===== config.mk =====
export PLATFORM = sky130hd
export DESIGN_NAME = rx_credit_fifo_flat
export DESIGN_NICKNAME = d
export VERILOG_FILES = /design/src/rtl/spw_pkg.sv /design/src/rtl/rx_credit_fifo_if.sv /design/src/rtl/spw_fifo_mem.sv /design/src/rtl/rx_credit_fifo.sv /design/src/flat_wrapper.sv
export SDC_FILE = /design/constraint.sdc
export NUM_CORES = 1
export LEC_CHECK = 0
export ABC_AREA = 0
export CORE_MARGIN = 2
export CORE_UTILIZATION = 60
export CTS_CLUSTER_SIZE = 12
export DETAILED_ROUTE_END_ITERATION = 12
export PLACE_DENSITY = 0.77
export SLEW_MARGIN = 15
export SYNTH_ARGS = -nofsm -noshare
export SYNTH_HDL_FRONTEND = slang
export SYNTH_HIERARCHICAL = 1
export SYNTH_SLANG_ARGS = --single-unit

===== constraint.sdc =====
create_clock -name pclk -period 6 [get_ports pclk]
set_clock_uncertainty 0.2 [all_clocks]
set_input_delay 1.8 -clock pclk [delete_from_list [all_inputs] [get_ports pclk]]
set_output_delay 1.8 -clock pclk [all_outputs]
set_load 0.03 [all_outputs]

===== src/rtl/spw_pkg.sv =====
`default_nettype none
// ============================================================================
// Module      : spw_pkg
// Description : Shared SpaceWire receive constants: control characters, credit
//               FSM state encoding and the FCT credit quantum.
// Revision    : 1.0 - initial release
// ============================================================================
package spw_pkg;

    typedef logic [8:0] spw_char_t;

    localparam spw_char_t c_EOP = 9'h100;
    localparam spw_char_t c_EEP = 9'h101;

    localparam int c_FCT_QUANTUM = 8;

    typedef enum logic [0:0] {
        CR_IDLE = 1'b0,
        CR_REQ  = 1'b1
    } cr_state_t;

endpackage
`default_nettype wire


===== src/rtl/rx_credit_fifo_if.sv =====
`default_nettype none
// ============================================================================
// Module      : rx_credit_fifo_if
// Description : Link-side, consumer-side and credit handshake signals of the
//               receive credit FIFO. The slave modport is the FIFO itself.
// Revision    : 1.0 - initial release
// ============================================================================
interface rx_credit_fifo_if
    import spw_pkg::*;
#(
    parameter int DEPTH = 64
) ();
    logic                     link_run;
    logic                     rx_buffer_write;
    spw_char_t                rx_data_flag;
    logic                     rd_en;
    spw_char_t                rd_data;
    logic                     rd_empty;
    logic                     fct_send_req;
    logic                     fct_send_ack;
    logic                     credit_error;
    logic                     overflow;
    logic [$clog2(DEPTH):0]   fifo_count;

    modport master (
        output link_run, rx_buffer_write, rx_data_flag, rd_en, fct_send_ack,
        input  rd_data, rd_empty, fct_send_req, credit_error, overflow, fifo_count
    );

    modport slave (
        input  link_run, rx_buffer_write, rx_data_flag, rd_en, fct_send_ack,
        output rd_data, rd_empty, fct_send_req, credit_error, overflow, fifo_count
    );
endinterface
`default_nettype wire


===== src/rtl/spw_fifo_mem.sv =====
`default_nettype none
// ============================================================================
// Module      : spw_fifo_mem
// Description : Dual-port character storage, synchronous write and
//               asynchronous read.
// Revision    : 1.0 - initial release
// ============================================================================
module spw_fifo_mem #(
    parameter int DEPTH = 64,
    parameter int WIDTH = 9
) (
    input  wire logic                     clk,
    input  wire logic                     i_wr_en,
    input  wire logic [$clog2(DEPTH)-1:0] i_wr_addr,
    input  wire logic [WIDTH-1:0]         i_wr_data,
    input  wire logic [$clog2(DEPTH)-1:0] i_rd_addr,
    output logic      [WIDTH-1:0]         o_rd_data
);
    logic [WIDTH-1:0] r_mem [DEPTH];

    always_ff @(posedge clk) begin
        if (i_wr_en) begin
            r_mem[i_wr_addr] <= i_wr_data;
        end
    end

    assign o_rd_data = r_mem[i_rd_addr];
endmodule
`default_nettype wire


===== src/rtl/rx_credit_fifo.sv =====
`default_nettype none
// ============================================================================
// Module      : rx_credit_fifo
// Description : SpaceWire receive FIFO with FCT credit accounting. Optional
//               EEP insertion on link loss is enabled by RX_CREDIT_EEP_INSERT_EN.
// Revision    : 1.0 - initial release
// ============================================================================
module rx_credit_fifo
    import spw_pkg::*;
#(
    parameter int DEPTH      = 64,
    parameter int MAX_CREDIT = 56
) (
    input wire logic          pclk,
    input wire logic          reset,
    rx_credit_fifo_if.slave   bus
);
    localparam int AW = $clog2(DEPTH);
    localparam int CW = AW + 1;

    logic [AW:0]    r_wr_ptr, r_rd_ptr;
    logic [CW-1:0]  r_outstanding, w_out_nxt;
    cr_state_t      r_state, w_state_nxt;
    logic           r_credit_error, r_overflow;
    logic           w_full, w_empty, w_pop;
    logic           w_wr_req, w_wr_en, w_rx_acc, w_eep_wr;
    spw_char_t      w_wr_data;
    logic           w_ack, w_cr_ok, w_fct_req;
    logic [CW-1:0]  w_count;

    assign w_count = r_wr_ptr - r_rd_ptr;
    assign w_empty = (r_wr_ptr == r_rd_ptr);
    assign w_full  = (r_wr_ptr[AW] != r_rd_ptr[AW]) &&
                     (r_wr_ptr[AW-1:0] == r_rd_ptr[AW-1:0]);

    // A write to an empty FIFO cannot be popped in the same cycle: w_empty
    // reflects the registered pointers only.
    assign w_pop     = bus.rd_en & ~w_empty;
    assign w_wr_req  = bus.rx_buffer_write | w_eep_wr;
    assign w_wr_en   = w_wr_req & (~w_full | w_pop);
    assign w_rx_acc  = bus.rx_buffer_write & w_wr_en;
    assign w_wr_data = w_eep_wr ? c_EEP : bus.rx_data_flag;

`ifdef RX_CREDIT_EEP_INSERT_EN
    logic r_link_q, r_pkt_open, r_eep_pend, w_eep_req;

    // Insertion yields to a link write in the same cycle and retries after.
    assign w_eep_req = (r_link_q & ~bus.link_run & r_pkt_open) | r_eep_pend;
    assign w_eep_wr  = w_eep_req & ~bus.rx_buffer_write;

    always_ff @(posedge pclk) begin
        if (reset) begin
            r_link_q   <= 1'b0;
            r_pkt_open <= 1'b0;
            r_eep_pend <= 1'b0;
        end else begin
            r_link_q   <= bus.link_run;
            r_eep_pend <= w_eep_req & bus.rx_buffer_write;
            if (w_eep_wr) begin
                r_pkt_open <= 1'b0;
            end else if (w_rx_acc) begin
                r_pkt_open <= ~bus.rx_data_flag[8];
            end
        end
    end
`else
    assign w_eep_wr = 1'b0;
`endif

    spw_fifo_mem #(
        .DEPTH (DEPTH),
        .WIDTH (9)
    ) u_mem (
        .clk       (pclk),
        .i_wr_en   (w_wr_en),
        .i_wr_addr (r_wr_ptr[AW-1:0]),
        .i_wr_data (w_wr_data),
        .i_rd_addr (r_rd_ptr[AW-1:0]),
        .o_rd_data (bus.rd_data)
    );

    // Room for one more quantum must exist beyond what is already buffered
    // and what the far end is still entitled to send.
    assign w_cr_ok = ((CW+2)'(w_count) + (CW+2)'(r_outstanding) +
                      (CW+2)'(c_FCT_QUANTUM) <= (CW+2)'(DEPTH)) &&
                     (r_outstanding <= CW'(MAX_CREDIT - c_FCT_QUANTUM));
    assign w_ack   = (r_state == CR_REQ) & bus.fct_send_ack;

    always_comb begin
        w_state_nxt = r_state;
        w_fct_req   = 1'b0;
        unique case (r_state)
            CR_IDLE: if (bus.link_run && w_cr_ok) w_state_nxt = CR_REQ;
            CR_REQ: begin
                w_fct_req = 1'b1;
                if (bus.fct_send_ack) w_state_nxt = CR_IDLE;
            end
            default: w_state_nxt = CR_IDLE;
        endcase
        if (!bus.link_run) w_state_nxt = CR_IDLE;

        w_out_nxt = r_outstanding;
        if (w_rx_acc && r_outstanding != '0) w_out_nxt = w_out_nxt - CW'(1);
        if (w_ack) w_out_nxt = w_out_nxt + CW'(c_FCT_QUANTUM);
        if (!bus.link_run) w_out_nxt = '0;
    end

    always_ff @(posedge pclk) begin
        if (reset) begin
            r_wr_ptr       <= '0;
            r_rd_ptr       <= '0;
            r_outstanding  <= '0;
            r_state        <= CR_IDLE;
            r_credit_error <= 1'b0;
            r_overflow     <= 1'b0;
        end else begin
            if (w_wr_en) r_wr_ptr <= r_wr_ptr + (AW+1)'(1);
            if (w_pop)   r_rd_ptr <= r_rd_ptr + (AW+1)'(1);
            r_outstanding <= w_out_nxt;
            r_state       <= w_state_nxt;
            if (bus.rx_buffer_write && r_outstanding == '0) r_credit_error <= 1'b1;
            if (w_wr_req && !w_wr_en) r_overflow <= 1'b1;
        end
    end

    assign bus.rd_empty     = w_empty;
    assign bus.fifo_count   = w_count;
    assign bus.fct_send_req = w_fct_req;
    assign bus.credit_error = r_credit_error;
    assign bus.overflow     = r_overflow;
endmodule
`default_nettype wire

===== src/flat_wrapper.sv =====
// flat-port wrapper written by rule: the top's interface ports become plain ports
module rx_credit_fifo_flat import spw_pkg::*;
#(
    parameter int DEPTH      = 64,
    parameter int MAX_CREDIT = 56
)
  (pclk, reset, bus_link_run, bus_rx_buffer_write, bus_rx_data_flag, bus_rd_en, bus_fct_send_ack, bus_rd_data, bus_rd_empty, bus_fct_send_req, bus_credit_error, bus_overflow, bus_fifo_count);
  rx_credit_fifo_if #(.DEPTH(DEPTH)) bus_i ();
  input wire logic pclk;
  input wire logic reset;
  input wire logic [$bits(bus_i.link_run)-1:0] bus_link_run;
  input wire logic [$bits(bus_i.rx_buffer_write)-1:0] bus_rx_buffer_write;
  input wire logic [$bits(bus_i.rx_data_flag)-1:0] bus_rx_data_flag;
  input wire logic [$bits(bus_i.rd_en)-1:0] bus_rd_en;
  input wire logic [$bits(bus_i.fct_send_ack)-1:0] bus_fct_send_ack;
  output wire logic [$bits(bus_i.rd_data)-1:0] bus_rd_data;
  output wire logic [$bits(bus_i.rd_empty)-1:0] bus_rd_empty;
  output wire logic [$bits(bus_i.fct_send_req)-1:0] bus_fct_send_req;
  output wire logic [$bits(bus_i.credit_error)-1:0] bus_credit_error;
  output wire logic [$bits(bus_i.overflow)-1:0] bus_overflow;
  output wire logic [$bits(bus_i.fifo_count)-1:0] bus_fifo_count;
  assign bus_i.link_run = bus_link_run;
  assign bus_i.rx_buffer_write = bus_rx_buffer_write;
  assign bus_i.rx_data_flag = bus_rx_data_flag;
  assign bus_i.rd_en = bus_rd_en;
  assign bus_i.fct_send_ack = bus_fct_send_ack;
  assign bus_rd_data = bus_i.rd_data;
  assign bus_rd_empty = bus_i.rd_empty;
  assign bus_fct_send_req = bus_i.fct_send_req;
  assign bus_credit_error = bus_i.credit_error;
  assign bus_overflow = bus_i.overflow;
  assign bus_fifo_count = bus_i.fifo_count;
  rx_credit_fifo #(.DEPTH(DEPTH), .MAX_CREDIT(MAX_CREDIT)) u_core (.pclk(pclk), .reset(reset), .bus(bus_i));
endmodule

; Word level (Yosys, flattened, before mapping)
; Memory sizes are Yosys's and may differ from the RTL's. A register that Yosys moved wholly into a read port is not among the register bits.
; Index checks and enable logic that the tools add are counted.
[op_classes]
addsub = 7
multipliers = 0
div = 0
order_cmp = 2
n_eq_ne = 3
shift = 0
n_mux = 10
bitwise = 9
n_reduce_logical = 10
[op_table]
columns = op, n
row1 = $add A7 B1 Y7 const B, 2
row2 = $mux W7, 2
row3 = $mux W6, 2
row4 = $add A9 B4 Y9 const B, 1
row5 = $le A9 B7 Y1 const B, 1
row6 = $add A7 B7 Y8, 1
row7 = $add A7 B4 Y7 const B, 1
row8 = $eq A7 B7 Y1, 1
row9 = $le A7 B6 Y1 const B, 1
row10 = $logic_not A7 Y1, 1
row11 = $reduce_bool A7 Y1, 1
row12 = $sub A7 B1 Y7 const B, 1
row13 = $sub A7 B7 Y7, 1
row14 = $eq A6 B6 Y1, 1
row15 = $logic_and A1 B1 Y1, 6
row16 = $mux W1, 5
row17 = $and A1 B1 Y1, 4
row18 = $not A1 Y1, 4
row19 = $pmux W1 S2, 1
row20 = $reduce_or A2 Y1, 1
row21 = $logic_not A1 Y1, 1
row22 = $ne A1 B1 Y1, 1
row23 = $or A1 B1 Y1, 1
[totals]
register_bits = 24
latchBits = 0
ramBits = 576
rom_bits = 0
input_bits = 15
output_inout_bits = 20
elab_cells = 48
mem_count = 1
[mem_list]
columns = memory, words, word_bits, rd, rd_clocked_by_memory_dff, wr, line
row1 = u_core.u_mem.r_mem, 64, 9, 1, 1, 1, spw_fifo_mem.sv:19  ; logic [WIDTH-1:0] r_mem [DEPTH];

; Depth between registers and ports, before layout
[logic_depth]
depth_word = 10
mapped_depth = 16

; By module
; Netlist, hierarchy kept.
[modules_own_cells]
columns = module, instances, cells_per_inst, area_each_um2
row1 = spw_fifo_mem, 1, 1011, 22414.0
row2 = rx_credit_fifo, 1, 214, 1808.0

; Worst setup path before layout
; OpenSTA, ideal clock, no wires.
[synth_timing]
kind = register to output
startpoint = register u_core/r_rd_ptr[0] (netlist name)
endpoint = output port bus_rd_data[7]
t_arrival_ps = 2184
path_slack_ps = 1816
stages_incl_launch_ff = 7
n_path_buf = 2
path_cell_list = dfxtp_1 buf_6 buf_12 mux4_2 mux4_2 o2111ai_1 nand3_1
[synth_lines]
columns = element, line
row1 = end: declaration, flat_wrapper.sv:16  ; output wire logic [$bits(bus_i.rd_data)-1:0] bus_rd_data;

==> metrics.md <==
| Metric | Value |
|---|---|
| Global-route wire length before repair | `~80000 um` |
| Number of hold buffers added after CTS | `0` |
| Avg Synthesized Cell Area | `slightly below 20 um2` |
| Area share of the leading cell type in the synthesized netlist | `71.4%` |
| Diode count | `0` |
| Post-Route Hold Slack | `between 0.2 and 0.3 ns` |
| Number of failing setup endpoints in the final timing report | `0` |
| CTS clk-pin slew, worst paths | `0.06 ns` |
| Number of placement rows | `73` |
| CTS tree | `done` |
| Capture instance of the worst register-to-register path | `u_core/u_mem/r_mem[4][1]` |
| Fraction of the yosys area taken by sequential cells | `about three quarters` |
| Tightest Hold Check Type | `register to register` |
| Number of fillers in the final layout | `2510` |
| Most used flip-flop cell after synthesis | `sky130_fd_sc_hd__edfxtp_1` |
| Syn_nets | `1266` |
| Detailed-route wire length | `between 50000 and 60000 um` |
| Net count, final | `1367` |
| Via count of the routed design | `around 12000` |
| Final routed DRC violation total | `0` |
| Fraction of layout cells with a size suffix above 1 | `between 20% and 30%` |
| Required time at the endpoint of the critical path | `about 4.0 ns` |
| WHS Endpoint | `u_core/bus.credit_error` |
| Number of antenna violations at the first check in global routing | `0` |
| Number of buffers inserted during clock tree synthesis | `60` |
| Max-Cap Viols | `0` |
| Flip-flop and latch count after synthesis | `600` |
| Clock Latency Late Sink | `about 0.6 ns` |
| Postcts setup bufs | `0` |
| Fin crit period | `about 5.9 ns` |
| Remaining antenna violation count | `0` |
| Effective utilization at floorplan | `approximately three fifths` |
| Syn Inst Count | `around 1200` |
| Overall track demand over capacity in global routing | `approximately a quarter` |
| Measured slew at the worst slew-check pin | `between 1 and 1.5 ns` |
| Sinks on Clock Net | `600` |
| Final global-route overflow total | `0` |
| Setup slack of the most critical reg-to-reg path | `1.71 ns` |
| Multiplexer share of the synthesized area | `approximately 15%` |
| Die area | `42000 um2` |
| Vias in the first global route | `about 13000` |
| Total half-perimeter wirelength after legalization and detailed placement | `32200 um` |
| Hold Vio Cnt, Final | `0` |
| Number of max-slew violations in the final report | `0` |
| Power Dens Cells | `345 nW/um2` |
| Pin count of the biggest net entering global routing | `65` |
| Adder-cell share of the synthesized area | `under 10%` |
| Maximum clock frequency | `170 MHz` |
| RePlAce Congestion | `approximately 0.82` |
| IO Count | `35` |
| Number of buffers added on ports | `34` |
| Combinational family with the most area after synthesis | `multiplexers` |
| Core region area | `between 30000 and 40000 um2` |
| Post-layout utilization of the core | `slightly below 70%` |
| Setup repair after global routing missed its margin | `false` |
| HP Start | `u_core/bus.credit_error` |
| Synth Area in Simple Gates | `4.16%` |
| Die Width | `205 um` |
| WHS Path Cells | `2` |
| IR Drop Worst-Case VDD | `between 0.0002 and 0.00025 V` |
| Count of synthesis-stage warnings from yosys | `6` |
| Vert. Die Dim | `approximately 200 um` |
| Synth Area in Compound Gates | `slightly above 3%` |
| Launching point of the worst reg2reg path | `u_core/r_rd_ptr[3]` |
| Critical path capture point type | `output pin` |
| Main area contributors after synthesis | `sky130_fd_sc_hd__edfxtp_1 (71%), sky130_fd_sc_hd__mux4_2 (13%), sky130_fd_sc_hd__dfxtp_1 (2.0%), sky130_fd_sc_hd__nor2_1 (1.5%), sky130_fd_sc_hd__ha_1 (1.2%)` |
| Standby leakage power | `~0.0085 uW` |
| Detail-routed via count per cell | `between 6 and 7` |
| Length of the first detailed-routing pass in iterations | `5` |
| Largest driver fanout on the critical path | `11` |
| Clock Tree Buf Depth | `3` |
| Startpoint types | `register` |
| Number of distinct library cell variants in the gate-level netlist after synthesis | `62` |
| Cell type with the highest aggregate area in the netlist | `sky130_fd_sc_hd__edfxtp_1` |
| Average detailed-routed wire length per instance | `between 20 and 30 um` |
| Final std cells w/o fill | `~1900` |
| R2R depth | `8` |
| Final instance area | `27100 um2` |
| Syn Std Cell Area | `24200 um2` |
| Area overhead of the layout relative to synthesis | `11.9%` |
| Number of H-tree levels | `2` |
| Post-route clock period utilization | `98.2%` |
| Parity-gate share of the synthesized area counting xor and xnor cells | `less than 1%` |
| Final-layout setup total negative slack | `0 ns` |
| Number of synthesized flops with an enable pin | `approximately 580` |
| Initial DRC count | `1566` |
| Number of placed instances, taps included | `1789` |
| Type of the worst setup path | `register to output pin` |
| WP data arrival | `approximately 3.9 ns` |
| Cell types with the highest counts after synthesis | `sky130_fd_sc_hd__edfxtp_1 (576), sky130_fd_sc_hd__mux4_2 (143), sky130_fd_sc_hd__nor2_1 (99), sky130_fd_sc_hd__nand2_1 (40), sky130_fd_sc_hd__clkbuf_1 (26)` |
| Dominant cell by count in the synthesized netlist | `sky130_fd_sc_hd__edfxtp_1` |
| Run status | `finished, final reports clean` |
| Dpl cell area | `~25000 um2` |
| Root Buffer Master | `sky130_fd_sc_hd__clkbuf_16` |
| Max-slew headroom | `approximately a quarter` |
| Share of async-settable or async-resettable flops after synthesis | `0%` |
## power breakdown
part | switching, uW | total, uW | internal, uW
clock | 1480 | 3370 | 1900
combinational | 688 | 1290 | 601
sequential | 54.3 | 4680 | 4620
total | 2220 | 9340 | 7120
## cell families (layout without fill, tap and decap cells)
group	count (synthesis)	count (layout)
flip-flops	600	600
AND/OR/NAND/NOR	214	214
multiplexers	178	178
AO/OA/AOI/OAI	101	101
buffers and inverters	82	221
adder cells (fa/ha/maj)	26	26
XOR/XNOR	24	24
## critical path: stages, from the launching register on
cell and delay (ns):
sky130_fd_sc_hd__dfxtp_4 0.46, sky130_fd_sc_hd__buf_4 0.30, sky130_fd_sc_hd__mux4_2 0.53, sky130_fd_sc_hd__a2111oi_0 0.73, sky130_fd_sc_hd__a2111oi_0 0.17, sky130_fd_sc_hd__buf_4 0.21
sky130_fd_sc_hd__a221o_1 0.27, sky130_fd_sc_hd__clkdlybuf4s50_1 0.60
## final cells by class
cell class / instances / area [um2] / area share (%)
Sequential cell: 600 / 17800 / 65.6
Multi-Input combinational cell: 543 / 6020 / 22.2
Clock buffer: 84 / 1610 / 5.95
Timing Repair Buffer: 97 / 827 / 3.05
Tap cell: 525 / 657 / 2.42
Clock inverter: 16 / 113 / 0.415
Inverter: 24 / 90.1 / 0.332
## flip-flops by register name, summed over array words and instances, names as in the netlist
signal / flops
u_core/u_mem/r_mem: 576
u_core/r_outstanding: 7
u_core/r_rd_ptr: 7
u_core/r_wr_ptr: 7
u_core/bus.credit_error: 1
u_core/bus.overflow: 1
u_core/r_state: 1
## worst max path at each step
stage | start | endpoint | slack [ns] | cells past startpoint
2_1_floorplan | u_core/r_rd_ptr[0] | bus_rd_data[7] | 1.82 | 6
6_report | u_core/r_rd_ptr[0] | bus_rd_data[8] | 0.11 | 7
3_5_place_dp | u_core/r_rd_ptr[0] | bus_rd_data[6] | 0.76 | 7
3_3_place_gp | u_core/r_rd_ptr[0] | bus_rd_data[6] | 0.82 | 7
4_1_cts | u_core/r_rd_ptr[0] | bus_rd_data[6] | 0.07 | 7
5_1_grt | u_core/r_rd_ptr[0] | bus_rd_data[8] | 0.008 | 7
## per-layer routing
layer	global-route usage (%)	wire length (um)	share of wire, %	vias to the layer above
li1	-	-	-	5204
met1	36.5	20800	39	6508
met2	41.5	26200	49	643
met3	5.04	4670	8.8	121
met4	8.81	1590	3.0	0
met5	0	0	0	-
## timing repair
action	CTS	global route
resized for setup	0	1
hold endpoints to repair	0	0
endpoints found under the setup margin	0	1
## metrics by stage
| stage | setup slack [ns] | power (uW) |
|---|---|---|
| after floorplan | 1.82 | 5700 |
| after global placement | 0.817 | 6020 |
| after detailed placement | 0.762 | 6050 |
| after CTS | 0.0670 | 9400 |
| after global routing | 0.00810 | 9640 |
| final | 0.108 | 9340 |
## layout by cell type (no fill, tap or decap), types with 4 or more instances in the layout
master                            Yosys  routed
sky130_fd_sc_hd__nor3_1               6       4
sky130_fd_sc_hd__a22oi_1             17      17
sky130_fd_sc_hd__nand3_1             17      17
sky130_fd_sc_hd__a21oi_1             17      17
sky130_fd_sc_hd__a211oi_1             6       6
sky130_fd_sc_hd__dfxtp_1             24      21
sky130_fd_sc_hd__o22ai_1              9       9
sky130_fd_sc_hd__o21ai_0              6       6
sky130_fd_sc_hd__mux4_1               8       8
sky130_fd_sc_hd__clkdlybuf4s50_1      0      25
sky130_fd_sc_hd__nor2_1              99      99
sky130_fd_sc_hd__o221ai_1             5       5
sky130_fd_sc_hd__mux4_2             143     143
sky130_fd_sc_hd__buf_4                9      66
sky130_fd_sc_hd__and2_1               4       4
sky130_fd_sc_hd__nand2b_1             8       8
sky130_fd_sc_hd__xor2_1              10      10
sky130_fd_sc_hd__nand2_1             40      40
sky130_fd_sc_hd__a2111oi_0            6       6
sky130_fd_sc_hd__nor2b_1             16      16
sky130_fd_sc_hd__mux2_2               4       4
sky130_fd_sc_hd__edfxtp_1           576     576
sky130_fd_sc_hd__clkbuf_1            26      23
sky130_fd_sc_hd__clkinv_1             0       7
sky130_fd_sc_hd__o21ai_1              5       5
sky130_fd_sc_hd__ha_1                24      24
sky130_fd_sc_hd__a21o_1               5       5
sky130_fd_sc_hd__clkbuf_16            0      61
sky130_fd_sc_hd__nand4_1              4       4
sky130_fd_sc_hd__o21bai_1             4       4
sky130_fd_sc_hd__xnor2_1             13      13
sky130_fd_sc_hd__o211ai_1             5       5
sky130_fd_sc_hd__mux2i_1             22      22
sky130_fd_sc_hd__nand3b_1             4       4
sky130_fd_sc_hd__inv_1               22      22
No activity file was read; power rests on OpenSTA's default activity.
